<file path="config.mk">
export PLATFORM = sky130hd
export DESIGN_NAME = round_arbiter
export DESIGN_NICKNAME = d
export VERILOG_FILES = /design/src/rtl/round_arbiter_pkg.sv /design/src/rtl/round_arbiter_lfsr8.sv /design/src/rtl/round_arbiter.sv
export SDC_FILE = /design/constraint.sdc
export NUM_CORES = 1
export LEC_CHECK = 0
export BUFFER_PORTS_ARGS = -buffer_cell sky130_fd_sc_hd__buf_4
export CAP_MARGIN = 20
export CORE_MARGIN = 10
export CORE_UTILIZATION = 25
export CTS_CLUSTER_DIAMETER = 60
export DETAILED_ROUTE_END_ITERATION = 8
export PLACE_DENSITY = 0.45
export SLEW_MARGIN = 20
export SYNTH_ARGS = -nofsm -noshare
export SYNTH_HDL_FRONTEND = slang
export SYNTH_SLANG_ARGS = --single-unit
</file>
<file path="constraint.sdc">
create_clock -name clk -period 2.2 [get_ports clk]
set_input_delay 0.33 -clock clk [delete_from_list [all_inputs] [get_ports clk]]
set_output_delay 0.33 -clock clk [all_outputs]
set_load 0.05 [all_outputs]
</file>
<file path="src/rtl/round_arbiter_pkg.sv">
// Shared definitions for the reaction-game round arbiter: FSM state codes and
// the LFSR feedback mask.
package round_arbiter_pkg;

   typedef enum logic [1:0] {
      ST_IDLE   = 2'd0,
      ST_WAIT   = 2'd1,
      ST_LIT    = 2'd2,
      ST_RESULT = 2'd3
   } state_t;

   localparam logic [7:0] LFSR_MASK = 8'hB8;

   // Right-shifting Galois step: feedback taps are folded in when the LSB leaves.
   function automatic logic [7:0] lfsr_next(input logic [7:0] v);
      return v[0] ? ((v >> 1) ^ LFSR_MASK) : (v >> 1);
   endfunction

endpackage

</file>
<file path="src/rtl/round_arbiter_lfsr8.sv">
// 8-bit free-running Galois LFSR used to randomise the lights-off delay.
// SEED must be nonzero or the sequence locks up at zero.
module lfsr8
   import round_arbiter_pkg::*;
#(
   parameter logic [7:0] SEED = 8'hA5
) (
   input  logic       clk,
   input  logic       rst_n,
   output logic [7:0] q
);

   logic [7:0] q_q;

   always_ff @(posedge clk) begin
      if (!rst_n) begin
         q_q <= SEED;
      end else begin
         q_q <= lfsr_next(q_q);
      end
   end

   assign q = q_q;

endmodule

</file>
<file path="src/rtl/round_arbiter.sv">
// Per-round push arbiter: waits for release, holds lights off for a random
// delay, lights them, and reports the first push (or a jump-the-light).
module round_arbiter
   import round_arbiter_pkg::*;
#(
   parameter int         CNT_W         = 12,
   parameter int         MIN_DLY       = 500,
   parameter int         RELEASE_TICKS = 100,
   parameter int         TIMEOUT_TICKS = 2000,
   parameter logic [7:0] LFSR_SEED     = 8'hA5
) (
   input  logic clk,
   input  logic rst_n,
   input  logic tick,
   input  logic pbl,
   input  logic pbr,
   input  logic game_over,
   output logic winrnd,
   output logic right,
   output logic leds_on,
   output logic tie
);

   localparam logic [CNT_W-1:0] REL_LAST  = CNT_W'(RELEASE_TICKS - 1);
   localparam logic [CNT_W-1:0] TO_LAST   = CNT_W'(TIMEOUT_TICKS - 1);
   localparam logic [CNT_W-1:0] MIN_DLY_C = CNT_W'(MIN_DLY);

   state_t           state_q, state_d;
   logic [CNT_W-1:0] cnt_q, cnt_d;
   logic [CNT_W-1:0] dly_q, dly_d;
   logic             pbl_q, pbr_q;
   logic             winrnd_q, winrnd_d;
   logic             right_q, right_d;
   logic             leds_q, leds_d;
   logic             tie_q, tie_d;
   logic [7:0]       lfsr_q;
   logic             rise_l, rise_r, any_rise;

   lfsr8 #(
      .SEED (LFSR_SEED)
   ) u_lfsr (
      .clk   (clk),
      .rst_n (rst_n),
      .q     (lfsr_q)
   );

   assign rise_l   = pbl & ~pbl_q;
   assign rise_r   = pbr & ~pbr_q;
   assign any_rise = rise_l | rise_r;

   always_comb begin
      state_d  = state_q;
      cnt_d    = cnt_q;
      dly_d    = dly_q;
      winrnd_d = 1'b0;
      right_d  = right_q;
      leds_d   = leds_q;
      tie_d    = tie_q;
      case (state_q)
         ST_IDLE: begin
            if (pbl | pbr) begin
               cnt_d = '0;
            end else if (tick) begin
               // With game_over set the count parks at its last value, so the
               // round starts on the first tick after game_over clears.
               if (cnt_q == REL_LAST) begin
                  if (!game_over) begin
                     state_d = ST_WAIT;
                     cnt_d   = '0;
                     dly_d   = MIN_DLY_C + CNT_W'(lfsr_q);
                     right_d = 1'b0;
                     tie_d   = 1'b0;
                     leds_d  = 1'b0;
                  end
               end else begin
                  cnt_d = cnt_q + 1'b1;
               end
            end
         end
         ST_WAIT, ST_LIT: begin
            // A push beats a simultaneous delay or timeout expiry.
            if (any_rise) begin
               state_d  = ST_RESULT;
               winrnd_d = 1'b1;
               tie_d    = rise_l & rise_r;
               right_d  = rise_r & ~rise_l;
            end else if (tick) begin
               if (state_q == ST_WAIT && cnt_q == dly_q - 1'b1) begin
                  state_d = ST_LIT;
                  leds_d  = 1'b1;
                  cnt_d   = '0;
               end else if (state_q == ST_LIT && cnt_q == TO_LAST) begin
                  state_d = ST_IDLE;
                  leds_d  = 1'b0;
                  cnt_d   = '0;
               end else begin
                  cnt_d = cnt_q + 1'b1;
               end
            end
         end
         ST_RESULT: begin
            state_d = ST_IDLE;
            cnt_d   = '0;
         end
         default: begin
            state_d = ST_IDLE;
            cnt_d   = '0;
         end
      endcase
   end

   always_ff @(posedge clk) begin
      if (!rst_n) begin
         state_q  <= ST_IDLE;
         cnt_q    <= '0;
         dly_q    <= '0;
         pbl_q    <= 1'b0;
         pbr_q    <= 1'b0;
         winrnd_q <= 1'b0;
         right_q  <= 1'b0;
         leds_q   <= 1'b0;
         tie_q    <= 1'b0;
      end else begin
         state_q  <= state_d;
         cnt_q    <= cnt_d;
         dly_q    <= dly_d;
         pbl_q    <= pbl;
         pbr_q    <= pbr;
         winrnd_q <= winrnd_d;
         right_q  <= right_d;
         leds_q   <= leds_d;
         tie_q    <= tie_d;
      end
   end

   assign winrnd  = winrnd_q;
   assign right   = right_q;
   assign leds_on = leds_q;
   assign tie     = tie_q;

endmodule

</file>
-- After elaboration in Yosys (flattened, before gate mapping)
Cells that the tools add are included.
Widths: inputs -> output; s select.
- output and inout bits: 4
- input bits: 6
- register bits after elaboration: 40
- logic and storage cells: 87
- bitwise operators: 12
- equal/unequal tests: 18
- add/subtract/negate cells: 3
- reduce and logical (&&, ||, !) cells: 11
- multiplexer cells: 33
- operator list (kind ; count):
    $mux 12 ; 8
    $pmux 12 s3 ; 1
    $mux 2 ; 8
    $ne 2x2->1 const B ; 7
    $add 12x1->12 const B ; 1
    $eq 12x11->1 const B ; 1
    $eq 12x12->1 ; 1
    $eq 12x7->1 const B ; 1
    $reduce_and 6->1 ; 2
    $sub 12x1->12 const B ; 1
    $mux 1 ; 11
    $add 9x8->10 const A ; 1
    $ne 3x3->1 const B ; 3
    $mux 8 ; 1
    $ne 4x4->1 const B ; 2
    $reduce_and 8->1 ; 1
    $pmux 1 s2 ; 3
    $pmux 2 s3 ; 1
    $not 1->1 ; 5
    $reduce_and 5->1 ; 1
    $and 1x1->1 ; 4
    $eq 2x2->1 const B ; 2
    $not 3->4 ; 1
    $reduce_and 4->1 ; 1
    7 further kinds ; 9

-- Depth between registers and ports, before layout
Gate-level depths: netlist of run 1.
- depth after elaboration: 7
- gate-level depth with buffers: 10
- gate-level depth less buffers: 9

-- Cells and area by module
From an unflattened synthesis of run 1, not the netlist that was laid out.
- cell total of the unflattened synthesis: 270
- area total of the unflattened synthesis: 2328.5 um^2
- by module, submodules not included (module ; area each (um^2) ; seq. area each (um^2) ; cells an instance ; instances):
    round_arbiter ; 2094.5 ; 600.6 ; 251 ; 1
    lfsr8 ; 234.0 ; 160.2 ; 19 ; 1

-- Worst setup path before layout of run 1
Ideal clock, no wire load.
- path kind: register to register
- start: register dly_q[0]
- end: register cnt_q[10]
- data arrival time: 2257 ps
- period minus slack after synthesis: 2384 ps
- slack: -184 ps
- required time: 2073 ps
- setup time: 127 ps
- cell stages (with the launch flop): 10
- buffers on the path: 0
- cell sequence: dfxtp_1 > inv_1 > ha_1 > nor3b_2 > a21oi_1 > or3_1 > a2111oi_4 > nand2_2 > a41oi_4 > nor2_1
- longest elaborated chain between the ends: 7
- RTL lines (element ; RTL line ; RTL):
    start: declaration ; round_arbiter.sv:30 ; logic [CNT_W-1:0] dly_q, dly_d;
    start signal: assignment ; round_arbiter.sv:126 ; dly_q <= dly_d;
    $sub 12x1->12 ; round_arbiter.sv:88 ; if (state_q == ST_WAIT && cnt_q == dly_q - 1'b1) begin
    $eq 12x12->1 ; round_arbiter.sv:88 ;
    $logic_and 1x1->1 ; round_arbiter.sv:88 ;
    $mux 12 ; round_arbiter.sv:88 ;
    $mux 12 ; round_arbiter.sv:87 ; end else if (tick) begin
    $mux 12 ; round_arbiter.sv:82 ; if (any_rise) begin
    $pmux 12 s3 ; round_arbiter.sv:59 ; case (state_q)
    end signal: assignment ; round_arbiter.sv:125 ; cnt_q <= cnt_d;
    end: declaration ; round_arbiter.sv:29 ; logic [CNT_W-1:0] cnt_q, cnt_d;
No other way between the ends. The select of a mux whose other input is x is not followed.
A chain may end at the register's enable or synchronous reset.

-- Worst setup path in the final report of run 1
- start: register dly_q[1]
- end: register cnt_q[6]
Same word-level chain as after synthesis.

==> results of run 1 <==
-- worst paths after layout --
check                endpoint  slack (ns)  cells after the start
hold / removal          pbr_q        0.28                      2
hold reg to reg   u_lfsr.q[0]        0.44                      1
setup reg to reg     cnt_q[6]       -0.11                      8
setup / recovery     cnt_q[6]       -0.11                      8
-- flip-flops by register name, indices dropped and copies added (netlist names) --
register and cells:
cnt_q 12, dly_q 10, leds_on 1, pbl_q 1, pbr_q 1, right 1
state_q 2, tie 1, u_lfsr.q 8, winrnd 1
-- final cells by class --
class | instances | area share [%]
timing repair buffer | 57 | 14.9
clock buffer | 7 | 2.56
sequential | 38 | 25.7
multi-input combinational | 212 | 51.0
inverter | 9 | 1.13
tap | 111 | 4.66
-- kinds of logic after synthesis --
family | Yosys count
buffers and inverters | 27
DFF | 38
adders and majority gates | 6
and+or+nand+nor | 128
xor gates and xnor gates | 26
AOI/OAI and AO/OA | 52
-- cell usage after synthesis, types with 2 or more instances --
master / count
nand2b_1: 8
ha_1: 6
nor3b_1: 2
o21ai_0: 6
a21oi_1: 11
buf_6: 3
xor2_1: 12
nand4_1: 11
a21boi_0: 10
nor4_1: 5
clkbuf_1: 12
nor3_1: 11
and2_1: 10
inv_1: 9
a211oi_1: 2
nor4b_1: 2
o21a_1: 6
nand2_1: 27
nand3b_1: 3
o22ai_1: 3
nor2_1: 16
dfxtp_1: 38
a31oi_1: 2
or3_1: 5
nand3_1: 9
xnor2_1: 14
nor2b_1: 5
a21o_1: 3
and3_1: 3
-- power by group through the flow --
stage	clock network (mW)	logic [mW]	registers (mW)
final	0.458	0.106	0.718
after global placement	0	0.106	0.736
after CTS	0.474	0.107	0.719
after global routing	0.497	0.119	0.721
after detailed placement	0	0.106	0.735
after floorplan	0	0.0733	0.732
-- per-layer routing --
layer | wire length (um) | up-vias | global-route usage [%]
met5 | 0 | - | 0
met2 | 2690 | 29 | 14.8
met3 | 171 | 10 | 1.85
met1 | 2740 | 940 | 11.2
li1 | - | 1063 | -
met4 | 143 | 0 | 3.59
-- timing repair --
item,in CTS,in global routing
pin swaps,3,5
buffers inserted,1,1
gates resized for setup,3,19
setup endpoints to repair,13,22
cloned,0,0
==> results.json, run 1 <==
{
  "ys_warn_count": 0,
  "synth_top_area_share_pct": 32.7,
  "synthSimpleGateAreaFrac_pct": 30.8,
  "worst_slack_ns": -0.114,
  "r2r-start": "dly_q[1]",
  "n_antenna_cell": 0,
  "p_leak_nw": 1.13,
  "fin_skew_ns": 0.00719,
  "start_util_pct": 25.4,
  "worstSkewPairLatency_ns": 0.29,
  "gp_congestion": 0.815,
  "cts.sinks": 38,
  "critical_path.top_delay_family": "compound AO/OA/AOI/OAI gates",
  "htreeDepth": 2,
  "critPathSlowestCell": "or4_4",
  "fill_cells": 937,
  "avgSynthCellArea_um2": 8.40,
  "powerDensity_nw_per_um2": 431,
  "slew_violations": 0,
  "wl_per_cell_um": 13.2,
  "power_frac_clock_pct": 35.7,
  "cp.arrival_ns": 2.49,
  "failed_checks": "setup timing",
  "syn2layout_area_growth_pct": 28.0,
  "avgViaCountPerCell": 4.71,
  "yosys.area_share.xor_xnor_pct": 9.78,
  "grt_use_total_pct": 9.01,
  "port_buffers": 9,
  "p_switching_mw": 0.308,
  "synth_compound_area_share_pct": 17.6,
  "placed_cell_area_um2": 2800,
  "clkTransAtPathRegs_ns": 0.08,
  "synth_top_family_by_area": "simple AND/OR/NAND/NOR gates",
  "synthFlopType": "dfxtp_1",
  "internal_power_mw": 0.975,
  "routed_wl_mm": 5.75,
  "relSlewSlack_pct": 71.3,
  "final_cell_mix": "55 x buf_4, 36 x dfxtp_1, 26 x nand2_1, 16 x nor2_1, 14 x xnor2_1",
  "synth_cell_types": 52,
  "finalSetupViolations": 15,
  "synth_top_area_cell": "dfxtp_1",
  "cts_buffer_depth": 2,
  "synth-seq-cells": 38,
  "worst_pin_slew_ns": 0.425,
  "drive_gt1_share_pct": 28.2,
  "finalCritPeriodShare_pct": 105,
  "ctsHoldBuffers": 0,
  "path_class": "flop to flop",
  "regArea_um2": 766,
  "ys_seq_area_share_pct": 32.7,
  "startpoint": "dly_q[1]",
  "place_ws_ns": -0.129,
  "io_pins": 10,
  "die_h_um": 116,
  "max_stage_delay_ns": 0.51,
  "antenna_found_initial": 0,
  "synthTopCellsByArea": "dfxtp_1 33%, xnor2_1 5.3%, xor2_1 4.5%, nand2_1 4.4%, a21boi_0 3.2%",
  "grt_pass1_vias": 2003,
  "drc_errors": 0,
  "synth_edf_count": 0,
  "synth-adder-area-share_pct": 3.23,
  "overflow": 0,
  "async_reset_ff_share_pct": 0,
  "cp_max_fo": 10,
  "synthMuxAreaShare_pct": 0,
  "end_kind": "flop",
  "cts_root_buf": "clkbuf_8",
  "path_cells": "or4_4, a211o_1, a21o_1, a2111oi_4, nand2_2, a41oi_4, buf_12, a21oi_1",
  "swShare_pct": 24.0,
  "design_area_um2": 2980,
  "combPwrFrac_pct": 8.3,
  "hold_viol_final": 0,
  "seqPwrFrac_pct": 56.0,
  "netlist_area_um2": 2330,
  "layout_commonest_cell": "buf_4",
  "grt_max_degree": 36,
  "vdd_drop_max_uv": 212,
  "dr.pass1.iters": 4,
  "drtIter0Drc": 87,
  "dpl.hpwl_mm": 4.43,
  "hold_path.startpoint": "pbr",
  "rsz0062_at_grt": "true",
  "required_ns": 2.38,
  "multi_input_area_um2": 1520,
  "cts_tree": "yes",
  "timing.fmax_mhz": 432,
  "start_kind": "flop",
  "fin_crit_ns": 2.31,
  "via_count": 2042,
  "whs_ns": 0.278,
  "coreArea_um2": 9150,
  "cap_violations": 0,
  "outcome": "finished with violations",
  "fin_setup_tns_ns": -1.35,
  "ant_nets": 0,
  "dp_cells": 425,
  "crit_buf_inv": 1,
  "die_w_um": 116,
  "layout.cells.non_filler": 434,
  "synth_cells": 277,
  "hp-class": "input pin to flop",
  "grt_pass1_wl_mm": 9.81,
  "die_area_um2": 13600,
  "fin_util_pct": 32.5,
  "synth.net_count": 289,
  "nets": 335,
  "rows": 35,
  "numCtsBuffers": 5,
  "total_power_mw": 1.28
}
No activity file was read; power rests on OpenSTA's default activity.
==> run 2: changes to the inputs <==
CORE_ASPECT_RATIO = 0.9   (was unset)
CTS_BUF_LIST = sky130_fd_sc_hd__clkbuf_4   (was unset)
==> run 2 against run 1 <==
The flow still finishes with violations (setup timing). Register-to-register slack about the same. Routed wire length increased by 1.3%. Die area barely moved. Global-route usage is 0.16 points lower. Core utilization shrank 0.29 points. Worst setup slack lost 0.0051 ns. Sequential share of layout area is 0.43 points higher. Fmax down 0.22%. Combinational power is essentially flat. Critical path type unchanged. Largest cell class unchanged.
==> results.json, run 2 (synthesized netlist as in run 1, its figures left out) <==
{
  "outcome": "finished with violations",
  "failed_checks": "setup timing",
  "hold_viol_final": 0,
  "drtIter0Drc": 78,
  "clkTransAtPathRegs_ns": 0.12,
  "overflow": 0,
  "dp_cells": 432,
  "htreeDepth": 2,
  "layout.cells.non_filler": 445,
  "grt_max_degree": 36,
  "finalCritPeriodShare_pct": 105,
  "largest_reg_flops": 12,
  "rows": 33,
  "hp-class": "input pin to flop",
  "die_area_um2": 13600,
  "timing.fmax_mhz": 431,
  "coreArea_um2": 9080,
  "reg2reg_slack_ns": -0.12,
  "end_kind": "flop",
  "n_antenna_cell": 0,
  "grt_pass1_wl_mm": 10.0,
  "grt_use_total_pct": 8.86,
  "wl_per_cell_um": 13.1,
  "p_leak_nw": 1.10,
  "antenna_found_initial": 0,
  "via_count": 2051,
  "relSlewSlack_pct": 71.0,
  "placed_cell_area_um2": 2770,
  "rsz0062_at_grt": "true",
  "routed_wl_mm": 5.82,
  "syn2layout_area_growth_pct": 25.9,
  "io_pins": 10,
  "cts_buffer_depth": 2,
  "fin_util_pct": 32.2,
  "worst_slack_ns": -0.119,
  "die_w_um": 122,
  "cts_root_buf": "clkbuf_4",
  "vdd_drop_max_uv": 181,
  "layout_commonest_cell": "buf_4",
  "place_ws_ns": -0.200,
  "port_buffers": 9,
  "cts.sinks": 38,
  "ctsHoldBuffers": 0,
  "start_kind": "flop",
  "path_class": "flop to flop",
  "fin_skew_ns": 0.0152,
  "final_cell_mix": "54 x buf_4, 36 x dfxtp_1, 26 x nand2_1, 16 x nor2_1, 14 x xnor2_1",
  "gp_congestion": 0.807,
  "fill_cells": 997,
  "worst_pin_slew_ns": 0.430,
  "cap_violations": 0,
  "largest-register": "cnt_q",
  "dpl.hpwl_mm": 4.48,
  "worstSkewPairLatency_ns": 0.35,
  "die_h_um": 112,
  "ant_nets": 0,
  "numCtsBuffers": 5,
  "drc_errors": 0,
  "design_area_um2": 2930,
  "regArea_um2": 766,
  "finalSetupViolations": 15,
  "multi_input_area_um2": 1490,
  "dr.pass1.iters": 4,
  "drive_gt1_share_pct": 26.3,
  "slew_violations": 0,
  "avgViaCountPerCell": 4.61,
  "powerDensity_nw_per_um2": 398,
  "grt_pass1_vias": 2019,
  "nets": 334,
  "cts_tree": "yes",
  "cp_max_fo": 10,
  "cp.arrival_ns": 2.56,
  "required_ns": 2.44,
  "start_util_pct": 25.6,
  "fin_crit_ns": 2.32
}
-- run 2: metrics by stage --
stage | setup TNS (ns) | hold WS (ns) | total power, mW
CTS | -2.04 | 0.201 | 1.19
finish | -1.57 | 0.216 | 1.17
global route | -3.25 | 0.205 | 1.24
global placement | -1.67 | 0.424 | 0.837
floorplan | -0.285 | 0.411 | 0.805
detailed placement | -2.07 | 0.428 | 0.838
-- run 2: where the power goes --
part / leakage, nW / internal [mW] / total, mW / switching (mW)
registers: 0.310 / 0.703 / 0.719 / 0.0167
logic: 0.767 / 0.0529 / 0.105 / 0.0523
clock network: 0.0277 / 0.114 / 0.342 / 0.228
-- run 2: layer usage --
layer | global-route usage, % | vias up | part of all wire (%)
li1 | - | 1067 | -
met5 | 0 | - | 0
met1 | 12.3 | 951 | 51
met2 | 13.2 | 27 | 45
met3 | 2.02 | 6 | 2.4
met4 | 2.70 | 0 | 1.3
-- run 2: path summary, 6_finish.rpt --
check,from,end,depth (start not counted)
hold reg to reg,u_lfsr.q[1],u_lfsr.q[0],1
hold / removal,pbl,pbl_q,2
setup reg to reg,dly_q[1],cnt_q[6],8
setup / recovery,dly_q[1],cnt_q[6],8
-- run 2: timing repair --
action	4_1_cts	5_1_grt
pin swaps	4	4
setup buffers	4	1
setup endpoints to repair	14	16
resized for setup	4	12
-- run 2: final cells by class --
type	count	area share (%)
clock buffers	5	1.28
clock inverters	3	0.384
inverters	9	1.24
multi-input cells	212	50.8
flip-flops and latches	38	26.1
well taps	122	5.21
repair buffers	56	14.9
-- run 2: worst max-delay path, cell delays in order (launching register included) --
cell and delay, ns:
dfxtp_4 0.38, or4_4 0.51, a211o_1 0.23, a21o_1 0.18, a2111oi_4 0.37, nand2_2 0.15
a41oi_4 0.19, buf_12 0.15, a21oi_1 0.04
==> run 3: changes to the inputs <==
ABC_AREA = 1   (was unset)
HOLD_SLACK_MARGIN = 0.02   (was unset)
SKIP_LAST_GASP = 1   (was unset)
==> run 3 against run 2 <==
The run now ends clean. Fmax rose by 18%. Critical path depth grew 6. Largest power group unchanged. Cell count grew 20%. Final area shrank 5.0%. Core utilization fell by 3.6 points.
==> results.json, run 3 <==
{
  "combPwrFrac_pct": 8.2,
  "required_ns": 2.45,
  "synth_compound_area_share_pct": 10.1,
  "synth_top_area_cell": "dfxtp_1",
  "drc_errors": 0,
  "grt_max_degree": 26,
  "grt_pass1_wl_mm": 11.5,
  "crit_buf_inv": 3,
  "synth_top_family_by_area": "simple AND/OR/NAND/NOR gates",
  "critPathSlowestCell": "dfxtp_2",
  "slew_violations": 0,
  "cap_violations": 0,
  "ys_top_cells_by_count": "91 x nand2_1, 61 x inv_1, 41 x nor2_1",
  "overflow": 0,
  "cts_root_buf": "clkbuf_4",
  "vdd_drop_max_uv": 173,
  "swShare_pct": 26.4,
  "grt_use_total_pct": 9.56,
  "avgViaCountPerCell": 4.51,
  "avgSynthCellArea_um2": 6.34,
  "wl_per_cell_um": 12.5,
  "netlist_area_um2": 2490,
  "htreeDepth": 2,
  "synthSimpleGateAreaFrac_pct": 40.5,
  "timing.fmax_mhz": 508,
  "hold_viol_final": 0,
  "worst_pin_slew_ns": 0.521,
  "coreArea_um2": 9700,
  "drive_gt1_share_pct": 14.5,
  "dpl.hpwl_mm": 5.27,
  "layout_commonest_cell": "nand2_1",
  "fin_setup_tns_ns": 0,
  "syn2layout_area_growth_pct": 11.7,
  "seqPwrFrac_pct": 60.8,
  "start_util_pct": 25.7,
  "yosys.area_share.xor_xnor_pct": 3.87,
  "antenna_found_initial": 0,
  "numCtsBuffers": 5,
  "nets": 418,
  "ant_nets": 0,
  "synth.net_count": 405,
  "start_kind": "flop",
  "finalSetupViolations": 0,
  "relSlewSlack_pct": 65.2,
  "hp-class": "input pin to flop",
  "startpoint": "dly_q[0]",
  "via_count": 2404,
  "finalCritPeriodShare_pct": 89.5,
  "yosysMostFrequentCell": "nand2_1",
  "critical_path.top_delay_family": "simple AND/OR/NAND/NOR gates",
  "powerDensity_nw_per_um2": 426,
  "synth_top_area_share_pct": 30.5,
  "synth-seq-cells": 38,
  "die_w_um": 125,
  "internal_power_mw": 0.873,
  "rsz0062_at_grt": "true",
  "synthTopCellsByArea": "dfxtp_1 31%, nand2_1 14%, inv_1 9.2%, nand3_1 6.6%, nor2_1 6.2%",
  "outcome": "finished clean",
  "die_h_um": 115,
  "end_kind": "flop",
  "port_buffers": 9,
  "io_pins": 10,
  "drtIter0Drc": 100,
  "synthMuxAreaShare_pct": 0,
  "synthFlopType": "dfxtp_1",
  "n_antenna_cell": 0,
  "path_cells": "inv_1, ha_2, nand2_1, inv_1, nor2_1, nand2_1, a21oi_1, nand3_1, nor2_2, nand2_2, nand3_2, nand3_4, nand4_1, inv_1",
  "synth_edf_count": 0,
  "worstSkewPairLatency_ns": 0.35,
  "cp_max_fo": 9,
  "ctsHoldBuffers": 0,
  "hold_path.startpoint": "pbl",
  "synth_cells": 393,
  "synth-adder-area-share_pct": 3.01,
  "cts_buffer_depth": 2,
  "dr.pass1.iters": 4,
  "r2r-start": "dly_q[0]",
  "rows": 34,
  "path_class": "flop to flop",
  "gp_congestion": 0.864,
  "ys_seq_area_share_pct": 30.5,
  "async_reset_ff_share_pct": 0,
  "fin_crit_ns": 1.97,
  "final_cell_mix": "91 x nand2_1, 61 x inv_1, 41 x nor2_1, 35 x dfxtp_1, 33 x nand3_1",
  "synth_cell_types": 36,
  "grt_pass1_vias": 2390,
  "clkTransAtPathRegs_ns": 0.11,
  "p_leak_nw": 1.31,
  "max_stage_delay_ns": 0.35,
  "die_area_um2": 14400,
  "dp_cells": 524,
  "ys_warn_count": 0,
  "cp.arrival_ns": 2.22,
  "cts.sinks": 38,
  "largest_reg_flops": 12,
  "crit_top_cell": "inv_1",
  "cts_tree": "yes",
  "layout.cells.non_filler": 533,
  "fin_skew_ns": 0.0130,
  "power_frac_clock_pct": 31.0,
  "p_switching_mw": 0.313,
  "largest-register": "cnt_q",
  "routed_wl_mm": 6.66
}
[run 3: logic make-up (layout without fill, tap and decap cells)]
family                   Yosys count  count (layout)
AND/OR/NAND/NOR                  215             215
flip-flops                        38              38
XOR/XNOR                          11              11
adder cells (fa/ha/maj)            6               6
AO/OA/AOI/OAI                     47              47
buffers and inverters             76              90
[run 3: final cells by class]
| cell class | count | area [um2] |
|---|---|---|
| inverter | 68 | 256 |
| clock inverter | 2 | 8.76 |
| clock buffer | 6 | 45.0 |
| tap | 126 | 158 |
| timing repair buffer | 14 | 105 |
| multi-input combinational | 279 | 1450 |
| fill | 1114 | 6920 |
| sequential | 38 | 764 |
[run 3: path summary, 6_finish.rpt]
kind              endpoint  slack, ns  depth (start not counted)
setup / recovery  cnt_q[7]       0.23                         14
hold / removal       pbl_q       0.18                          3
hold reg to reg        tie       0.47                          2
setup reg to reg  cnt_q[7]       0.23                         14
[run 3: worst reg2reg max path, stage by stage, from the launching register on]
cell and delay, ns:
dfxtp_2 0.35, inv_1 0.09, ha_2 0.29, nand2_1 0.07, inv_1 0.03, nor2_1 0.07, nand2_1 0.09, a21oi_1 0.13
nand3_1 0.10, nor2_2 0.17, nand2_2 0.09, nand3_2 0.11, nand3_4 0.15, nand4_1 0.12, inv_1 0.04
[run 3: power by group through the flow]
stage | Combinational [mW] | Sequential [mW] | Clock, mW
floorplan | 0.0735 | 0.731 | 0
global placement | 0.0992 | 0.736 | 0
detailed placement | 0.0989 | 0.736 | 0
CTS | 0.0995 | 0.721 | 0.389
global route | 0.112 | 0.724 | 0.411
finish | 0.0974 | 0.721 | 0.368
[run 3: metrics by stage]
step	power [mW]	utilization (%)	worst slack [ns]	area [um2]	hold WS [ns]
2_1_floorplan	0.805	-	0.423	2490	0.411
3_3_place_gp	0.835	27.9	0.0420	2710	0.442
3_5_place_dp	0.835	27.9	0.0859	2710	0.442
4_1_cts	1.21	28.4	0.0670	2760	0.163
5_1_grt	1.25	28.7	-0.00222	2780	0.158
6_report	1.19	28.7	0.232	2780	0.177
[run 3: layer usage]
layer  up-vias  part of all wire (%)  track usage [%]
met4         0                   1.7             3.07
li1       1276                     -                -
met1      1085                    51             11.9
met5         -                     0                0
met2        33                    44             16.2
met3        10                   3.5             2.08
[run 3: timing repair]
action,4_1_cts,5_1_grt
gates resized for setup,0,6
endpoints found under the setup margin,0,14
setup buffers,0,1
